--- src/rtl/pack_writer_b.sv ---
// pack_writer_b: packs PACKS consecutive stream words into one row and writes it to the packed memory port.
module pack_writer_b #(
  parameter int WIDTH = 32,
  parameter int DEPTH = 512,
  parameter int PACKS = 4,
  localparam int AW = $clog2(DEPTH),
  localparam int LW = $clog2(PACKS),
  localparam int RW = WIDTH * PACKS
) (
  input  logic             clk,
  input  logic             rst_n,
  input  logic             start,
  input  logic             in_valid,
  input  logic [WIDTH-1:0] in_data,
  input  logic             in_last,
  output logic             in_ready,
  output logic             weA,
  output logic             enA,
  output logic [AW-1:0]    addrA,
  output logic [RW-1:0]    dinA,
  output logic             done,
  output logic [AW:0]      count
);
  typedef enum logic {IDLE, RUN} state_t;
  localparam logic [AW:0]   LAST_CNT  = (AW+1)'(DEPTH - 1);
  localparam logic [LW-1:0] LAST_LANE = LW'(PACKS - 1);
  state_t          state_q, state_d;
  logic [LW-1:0]   lane_q, lane_d;
  logic [AW-1:0]   row_q, row_d, addr_q, addr_d;
  logic [RW-1:0]   acc_q, acc_d, din_q, din_d, merged;
  logic [AW:0]     count_q, count_d;
  logic            we_q, we_d, done_q, done_d;
  logic            take, fin, flush;
  always_comb begin
    merged = acc_q;
    merged[lane_q*WIDTH +: WIDTH] = in_data;
    take  = (state_q == RUN) && in_valid;
    // capacity is an implicit last
    fin   = take && (in_last || count_q == LAST_CNT);
    flush = take && (lane_q == LAST_LANE || fin);
    state_d = state_q;
    lane_d  = lane_q;
    row_d   = row_q;
    acc_d   = acc_q;
    count_d = count_q;
    addr_d  = addr_q;
    din_d   = din_q;
    we_d    = flush;
    done_d  = fin;
    if (state_q == IDLE && start) begin
      state_d = RUN;
      lane_d  = '0;
      row_d   = '0;
      acc_d   = '0;
      count_d = '0;
    end
    if (take) begin
      count_d = count_q + 1'b1;
      lane_d  = lane_q + 1'b1;
      acc_d   = merged;
    end
    if (flush) begin
      lane_d = '0;
      acc_d  = '0;
      row_d  = row_q + AW'(PACKS);
      addr_d = row_q;
      din_d  = merged;
    end
    if (fin) state_d = IDLE;
  end
  always_ff @(posedge clk or negedge rst_n) begin
    if (!rst_n) begin
      state_q <= IDLE;
      lane_q  <= '0;
      row_q   <= '0;
      acc_q   <= '0;
      count_q <= '0;
      addr_q  <= '0;
      din_q   <= '0;
      we_q    <= 1'b0;
      done_q  <= 1'b0;
    end else begin
      state_q <= state_d;
      lane_q  <= lane_d;
      row_q   <= row_d;
      acc_q   <= acc_d;
      count_q <= count_d;
      addr_q  <= addr_d;
      din_q   <= din_d;
      we_q    <= we_d;
      done_q  <= done_d;
    end
  end
  assign in_ready = (state_q == RUN);
  assign weA      = we_q;
  assign enA      = we_q;
  assign addrA    = addr_q;
  assign dinA     = din_q;
  assign done     = done_q;
  assign count    = count_q;
endmodule

--- config.mk ---
export PLATFORM = sky130hd
export DESIGN_NAME = pack_writer_b
export DESIGN_NICKNAME = d
export VERILOG_FILES = /design/src/rtl/pack_writer_b.sv
export SDC_FILE = /design/constraint.sdc
export NUM_CORES = 1
export LEC_CHECK = 0
export BUFFER_PORTS_ARGS = -buffer_cell sky130_fd_sc_hd__buf_2
export CAP_MARGIN = 20
export CORE_ASPECT_RATIO = 1.5
export CORE_MARGIN = 8
export CORE_UTILIZATION = 50
export CTS_CLUSTER_DIAMETER = 30
export CTS_CLUSTER_SIZE = 12
export DETAILED_ROUTE_END_ITERATION = 10
export GPL_TIMING_DRIVEN = 1
export PLACE_DENSITY = 0.74
export SLEW_MARGIN = 20
export SYNTH_ARGS = -nofsm -noshare
export SYNTH_HDL_FRONTEND = slang
export SYNTH_SLANG_ARGS = --single-unit
--- constraint.sdc ---
create_clock -name clk -period 2.7 [get_ports clk]
set_input_delay 0.54 -clock clk [delete_from_list [all_inputs] [get_ports clk]]
set_output_delay 0.54 -clock clk [all_outputs]
set_load 0.02 [all_outputs]
==> results of run 1 <==
## through the flow
| stage | cells | setup WS (ps) | cell area, um^2 | total power (uW) | hold slack, ps |
|---|---|---|---|---|---|
| global placement | 1597 | 259 | 13600 | 6500 | 477 |
| finish | 1666 | 159 | 15000 | 11700 | -20.1 |
| detailed placement | 1597 | 200 | 13600 | 6520 | 483 |
| floorplan | 1190 | 421 | 12300 | 5790 | 244 |
| CTS | 1666 | 168 | 15000 | 11800 | 0.262 |
| global route | 1666 | 60.4 | 15000 | 12100 | 18.9 |
## cell usage after synthesis (2+ instances only)
master and number:
nor2_1 9, nor4bb_1 2, nand3_1 135, mux2i_1 2, o31ai_1 3, nor2b_1 132, clkbuf_1 104, or2_2 2
buf_1 20, a22o_1 129, buf_4 3, nand2_1 19, a22oi_1 2, o211ai_1 3, mux2_2 7, nand2b_1 2
a21oi_1 130, inv_1 4, o41ai_1 4, and2_1 5, o22ai_1 3, or3_1 2, dfrtp_1 285, nor4_1 3
and3_1 6, nand4_1 6, buf_2 14, o21ai_0 138, ha_1 8
## cells by family after synthesis
logic type | after synthesis
fa+ha+maj | 8
other cells | 1
buf+inv | 145
compound gates | 415
simple gates | 326
mux | 9
flops | 285
## worst max-delay path by stage
stage / start / end / slack (ps)
2_1_floorplan: lane_q[0] / acc_q[38] / 420
5_1_grt: lane_q[0] / acc_q[73] / 60
4_1_cts: lane_q[0] / acc_q[75] / 170
3_3_place_gp: lane_q[0] / acc_q[91] / 260
3_5_place_dp: lane_q[0] / acc_q[88] / 200
6_report: lane_q[0] / acc_q[75] / 160
## per-layer routing
layer,vias to the layer above,share of wire
met3,92,0.061
li1,4495,-
met5,-,0
met1,4979,0.38
met2,387,0.51
met4,0,0.054
## flip-flops by register name, indices dropped and copies added, names as in the netlist
| name | flops |
|---|---|
| acc_q | 128 |
| dinA | 128 |
| count | 10 |
| addrA | 7 |
| row_q | 7 |
| lane_q | 2 |
| done | 1 |
| enA | 1 |
| in_ready | 1 |
## power breakdown
part           internal, uW  switching (uW)
combinational           512            1190
clock                  3290            1940
sequential             4550             196
total                  8350            3320
## layout make-up
class	count	area, um^2	share of cell area
clock inverters	21	251	0.0168
clock buffers	48	1090	0.0730
multi-input cells	760	4730	0.316
inverters	4	15.0	0.00100
flip-flops and latches	285	7130	0.477
repair buffers	224	1330	0.0889
well taps	324	405	0.0271
==> qor.txt, run 1 <==
status: finished with violations
failing checks: negative hold slack
post-synth top area share: 0.578
drt wl/cell: 21.7 um
Rows: 70
HP Class: in2async
Largest delay share family, worst path: compound AO/OA/AOI/OAI gates
Worst Tran Pin Value: 856 ps
commonest non-fill, non-tap cell in the layout: dfrtp_1
WP buf/inv: 1
number of routed nets with antenna violations: 0
Post-Route WL: 36,100 um
core box area: 24,300 um^2
Seq/Total Area, Yosys: 0.578
Startpoint Class: register
Synth Area in Adders: 0.00811
setup repair after global routing missed its margin: false
initial antenna violation count: 0
Ys Warns: 0
clock transition at the registers of the reported paths: 50 ps
global routing's busiest layer: met2
vias in the first global route: 10,100
Required @ worst endpoint: 3150 ps
WS Path Type: reg2reg
initial drt markers: 703
slowest cell delay on critical path: 710 ps
met2 usage: 0.403
synthesized area: 12,300 um^2
die area: 30,100 um^2
number of synthesized flops with an enable pin: 0
CTS tree: built
layout cells sized above 1: 0.232
global routing usage on met1: 0.289
Power Density: 781 nW/um^2
Critical Path Fanout Max: 24
largest net degree at the start of global routing: 82
Initial Util: 0.507
maximum buffer depth of the clock tree: 3
crit path time final: 2540 ps
P&R area growth vs syn: 21.1%
Post-Synth XOR/XNOR Area: 0
Final #Nets: 1,359
fmax: 394 MHz
Slew Limit Fails: 0
I/O Buffers: 185
CP cell instances: ha_1 > or2_2 > o41ai_2 > buf_4 > a22o_1
# IOs: 188
post-synth cell types: 36
Worst Path Arrival: 2990 ps
crit end category: register
TritonRoute pass-1 iters: 5
VDD IR max: 463 uV
post_cts resized: 0
H-Tree Depth: 2
ys async rst share: 1.00
post-synthesis mux area share: 0.00801
RR Startpoint: lane_q[0]
DRC Markers: 0
Fin. Hold Viols: 11
antenna diode instance count: 0
Yosys reg bits: 285
met3 usage: 0.0346
cell taking the most area after synthesis: dfrtp_1
latest clock arrival within the worst-skew pair: 520 ps
Core Util, Final: 0.614
DP HPWL: 23,500 um
CTS Root Buffer Type: clkbuf_16
gr usage total: 0.240
mean post-synth cell area: 10.4 um^2
Die Ht: 208 um
Cells after Synth: 1,189
Die Width: 144 um
Worst path depth: 5
gpl congestion: 0.833
fin crit share: 0.941
area share of and/or/nand/nor cells after synthesis: 0.148
reg-to-reg slack, setup: 160 ps
largest family of logic cells by synthesized area: compound AO/OA/AOI/OAI gates
Worst path slowest cell: o41ai_2
first-pass GRT wire length: 56,500 um
Worst R2R Path Depth: 5
Setup TNS: 0 ps
via density per instance: 5.97
clock skew: 13.0 ps
Max-Cap Viols: 0
Slew HR: 0.423
Setup Fix Bufs, Post-CTS: 0
Leakage: 0.00735 uW
post-synthesis compound-gate area fraction: 0.211
Clock Sinks: 285
Final Setup Violations: 0
cts bufs inserted: 39
ys flop type: dfrtp_1
top area cells in the synthesized netlist: dfrtp_1, a22o_1, nor2b_1
Vias: 9,953
reg2reg end: acc_q[75]
most frequent cells in the layout: dfrtp_1, buf_2, o21ai_0
Hold WS: -20.1 ps
global route total overflow: 0
cts hold-fix bufs: 0
fillers: 2,043
Note: power is estimated with default switching activity, not from simulation.
==> run 2, diff against run 1 <==
--- a/config.mk
+++ b/config.mk
@@ -8,8 +8,8 @@
 export BUFFER_PORTS_ARGS = -buffer_cell sky130_fd_sc_hd__buf_2
 export CAP_MARGIN = 20
 export CORE_ASPECT_RATIO = 1.5
-export CORE_MARGIN = 8
 export CORE_UTILIZATION = 50
+export CTS_BUF_LIST = sky130_fd_sc_hd__clkbuf_8
 export CTS_CLUSTER_DIAMETER = 30
 export CTS_CLUSTER_SIZE = 12
 export DETAILED_ROUTE_END_ITERATION = 10
==> constraint.sdc (replaced) <==
create_clock -name clk -period 2.7 [get_ports clk]
set_input_delay 0.675 -clock clk [delete_from_list [all_inputs] [get_ports clk]]
set_output_delay 0.675 -clock clk [all_outputs]
set_load 0.02 [all_outputs]
==> run 2 against run 1 <==
The flow now finishes without violations; power fell by 11%; cell area fell by 2.0%; utilization fell by 1.2 points; worst setup slack improved by 59 ps; sequential power barely moved; via count barely moved; critical path type unchanged.
==> qor.txt, run 2 (synthesis results as in run 1) <==
VDD IR max: 409 uV (-12%)
Final Setup Violations: 0 (unchanged)
fmax: 403 MHz (+2.4%)
vias in the first global route: 9,743 (-3.4%)
design area: 14,700 um^2 (-2.0%)
Worst Tran Pin Value: 735 ps (-121 ps)
WS Path Type: reg2reg
gpl congestion: 0.822 (-1.3%)
Slew HR: 0.510 (+0.0867)
Post-Route WL: 34,800 um (-3.6%)
fillers: 2,110 (+3.3%)
Placement Cell Area: 13,800 um^2 (+1.0%)
reg2reg end: acc_q[102]
gr usage total: 0.283 (+0.0435)
Critical Path Fanout Max: 9 (-63%)
Worst Setup SP: lane_q[0]
# IOs: 188 (unchanged)
clock skew: 30.5 ps (+17.5 ps)
Worst Path Arrival: 2960 ps (-30 ps)
Setup Fix Bufs, Post-CTS: 0 (unchanged)
P&R area growth vs syn: 18.7%
Fin. Hold Viols: 0 (-11)
global route total overflow: 0 (unchanged)
Multi-input gate area: 4730 um^2 (unchanged)
Leakage: 0.00725 uW (-1.4%)
setup repair after global routing missed its margin: false
Rows: 70 (unchanged)
layout cells sized above 1: 0.239 (+0.00719)
latest clock arrival within the worst-skew pair: 560 ps (+40 ps)
post_cts resized: 0 (unchanged)
antenna diode instance count: 0 (unchanged)
status: finished clean
Required @ worst endpoint: 3170 ps (+20 ps)
Max-Cap Viols: 0 (unchanged)
initial antenna violation count: 1 (+1)
maximum buffer depth of the clock tree: 3 (unchanged)
cts hold-fix bufs: 0 (unchanged)
first-pass GRT wire length: 55,000 um (-2.6%)
RR Startpoint: lane_q[0]
TritonRoute pass-1 iters: 5 (unchanged)
Power Density: 705 nW/um^2 (-9.7%)
initial drt markers: 832 (+18%)
commonest non-fill, non-tap cell in the layout: dfrtp_1
largest net degree at the start of global routing: 82 (unchanged)
Slew Limit Fails: 0 (unchanged)
via density per instance: 5.92 (-0.88%)
Initial Util: 0.507 (unchanged)
Startpoint Class: register
Worst R2R Path Depth: 6 (+1)
drt wl/cell: 20.7 um (-4.4%)
I/O Buffers: 185 (unchanged)
Setup TNS: 0 ps (unchanged)
CTS tree: built
number of routed nets with antenna violations: 0 (unchanged)
cts bufs inserted: 39 (unchanged)
Vias: 9,948 (-0.050%)
DRC Markers: 0 (unchanged)
register area: 7130 um^2 (unchanged)
Die Ht: 194 um (-6.7%)
reg-to-reg slack, setup: 220 ps (+60 ps)
crit path time final: 2480 ps (-58.6 ps)
CTS Root Buffer Type: clkbuf_8
crit end category: register
DP HPWL: 23,000 um (-1.9%)
clock transition at the registers of the reported paths: 70 ps (+20 ps)
fin crit share: 0.919 (-0.0217)
H-Tree Depth: 2 (unchanged)
HP Class: in2async
Final #Nets: 1,373 (+1.0%)
Clock Sinks: 285 (unchanged)
CP endpoint: acc_q[102]
core box area: 24,300 um^2 (unchanged)
Die Width: 130 um (-9.7%)
die area: 25,300 um^2 (-16%)
most frequent cells in the layout: dfrtp_1, buf_2, o21ai_0
## run 2: cell types whose count changed in the layout (fill, tap and decap cells not counted), sizes merged
cell	before	now
buf	224	238
clkbuf	48	44
clkinvlp	2	5
bufinv	4	6
clkinv	10	9
## run 2: worst min path at each step
stage,from,to,slack [ps],cells after the start
6_report,rst_n,count[3],110,1
5_1_grt,rst_n,dinA[94],160,1
4_1_cts,rst_n,count[2],150,1
3_5_place_dp,acc_q[4],acc_q[4],480,1
3_3_place_gp,dinA[65],dinA[65],480,2
2_1_floorplan,rst_n,acc_q[0],380,0
## run 2: per-layer routing
metal / global-route usage / vias up / share of wire
li1: - / 4503 / -
met1: 0.365 / 4949 / 0.39
met2: 0.458 / 396 / 0.50
met3: 0.0421 / 100 / 0.058
met4: 0.152 / 0 / 0.053
met5: 0 / - / 0
## run 2: critical path: stages (launching register included)
cell	delay, ps
dfrtp_1	560
inv_1	170
ha_1	440
nor4bb_4	400
nor2b_1	210
and3_1	430
a22o_1	200
## run 2: final cells by class
cell class,instances,area share
well taps,324,0.0277
clock buffers,44,0.0413
flip-flops and latches,285,0.486
repair buffers,238,0.100
multi-input cells,760,0.323
clock inverters,25,0.0206
inverters,4,0.00102
## run 2: stage by stage
stage / instances / total power (uW) / util / hold WS (ps) / worst slack [ps]
2_1_floorplan: 1190 / 5790 / - / 379 / 377
3_3_place_gp: 1611 / 6530 / 0.565 / 479 / 290
3_5_place_dp: 1611 / 6570 / 0.565 / 482 / 234
4_1_cts: 1680 / 10400 / 0.602 / 147 / 245
5_1_grt: 1680 / 10700 / 0.602 / 159 / 69.0
6_report: 1680 / 10300 / 0.602 / 109 / 217
## run 2: report_power, final
part	internal, uW	total (uW)	switching, uW
registers	4550	4750	207
logic	545	1740	1200
clock network	2110	3840	1730
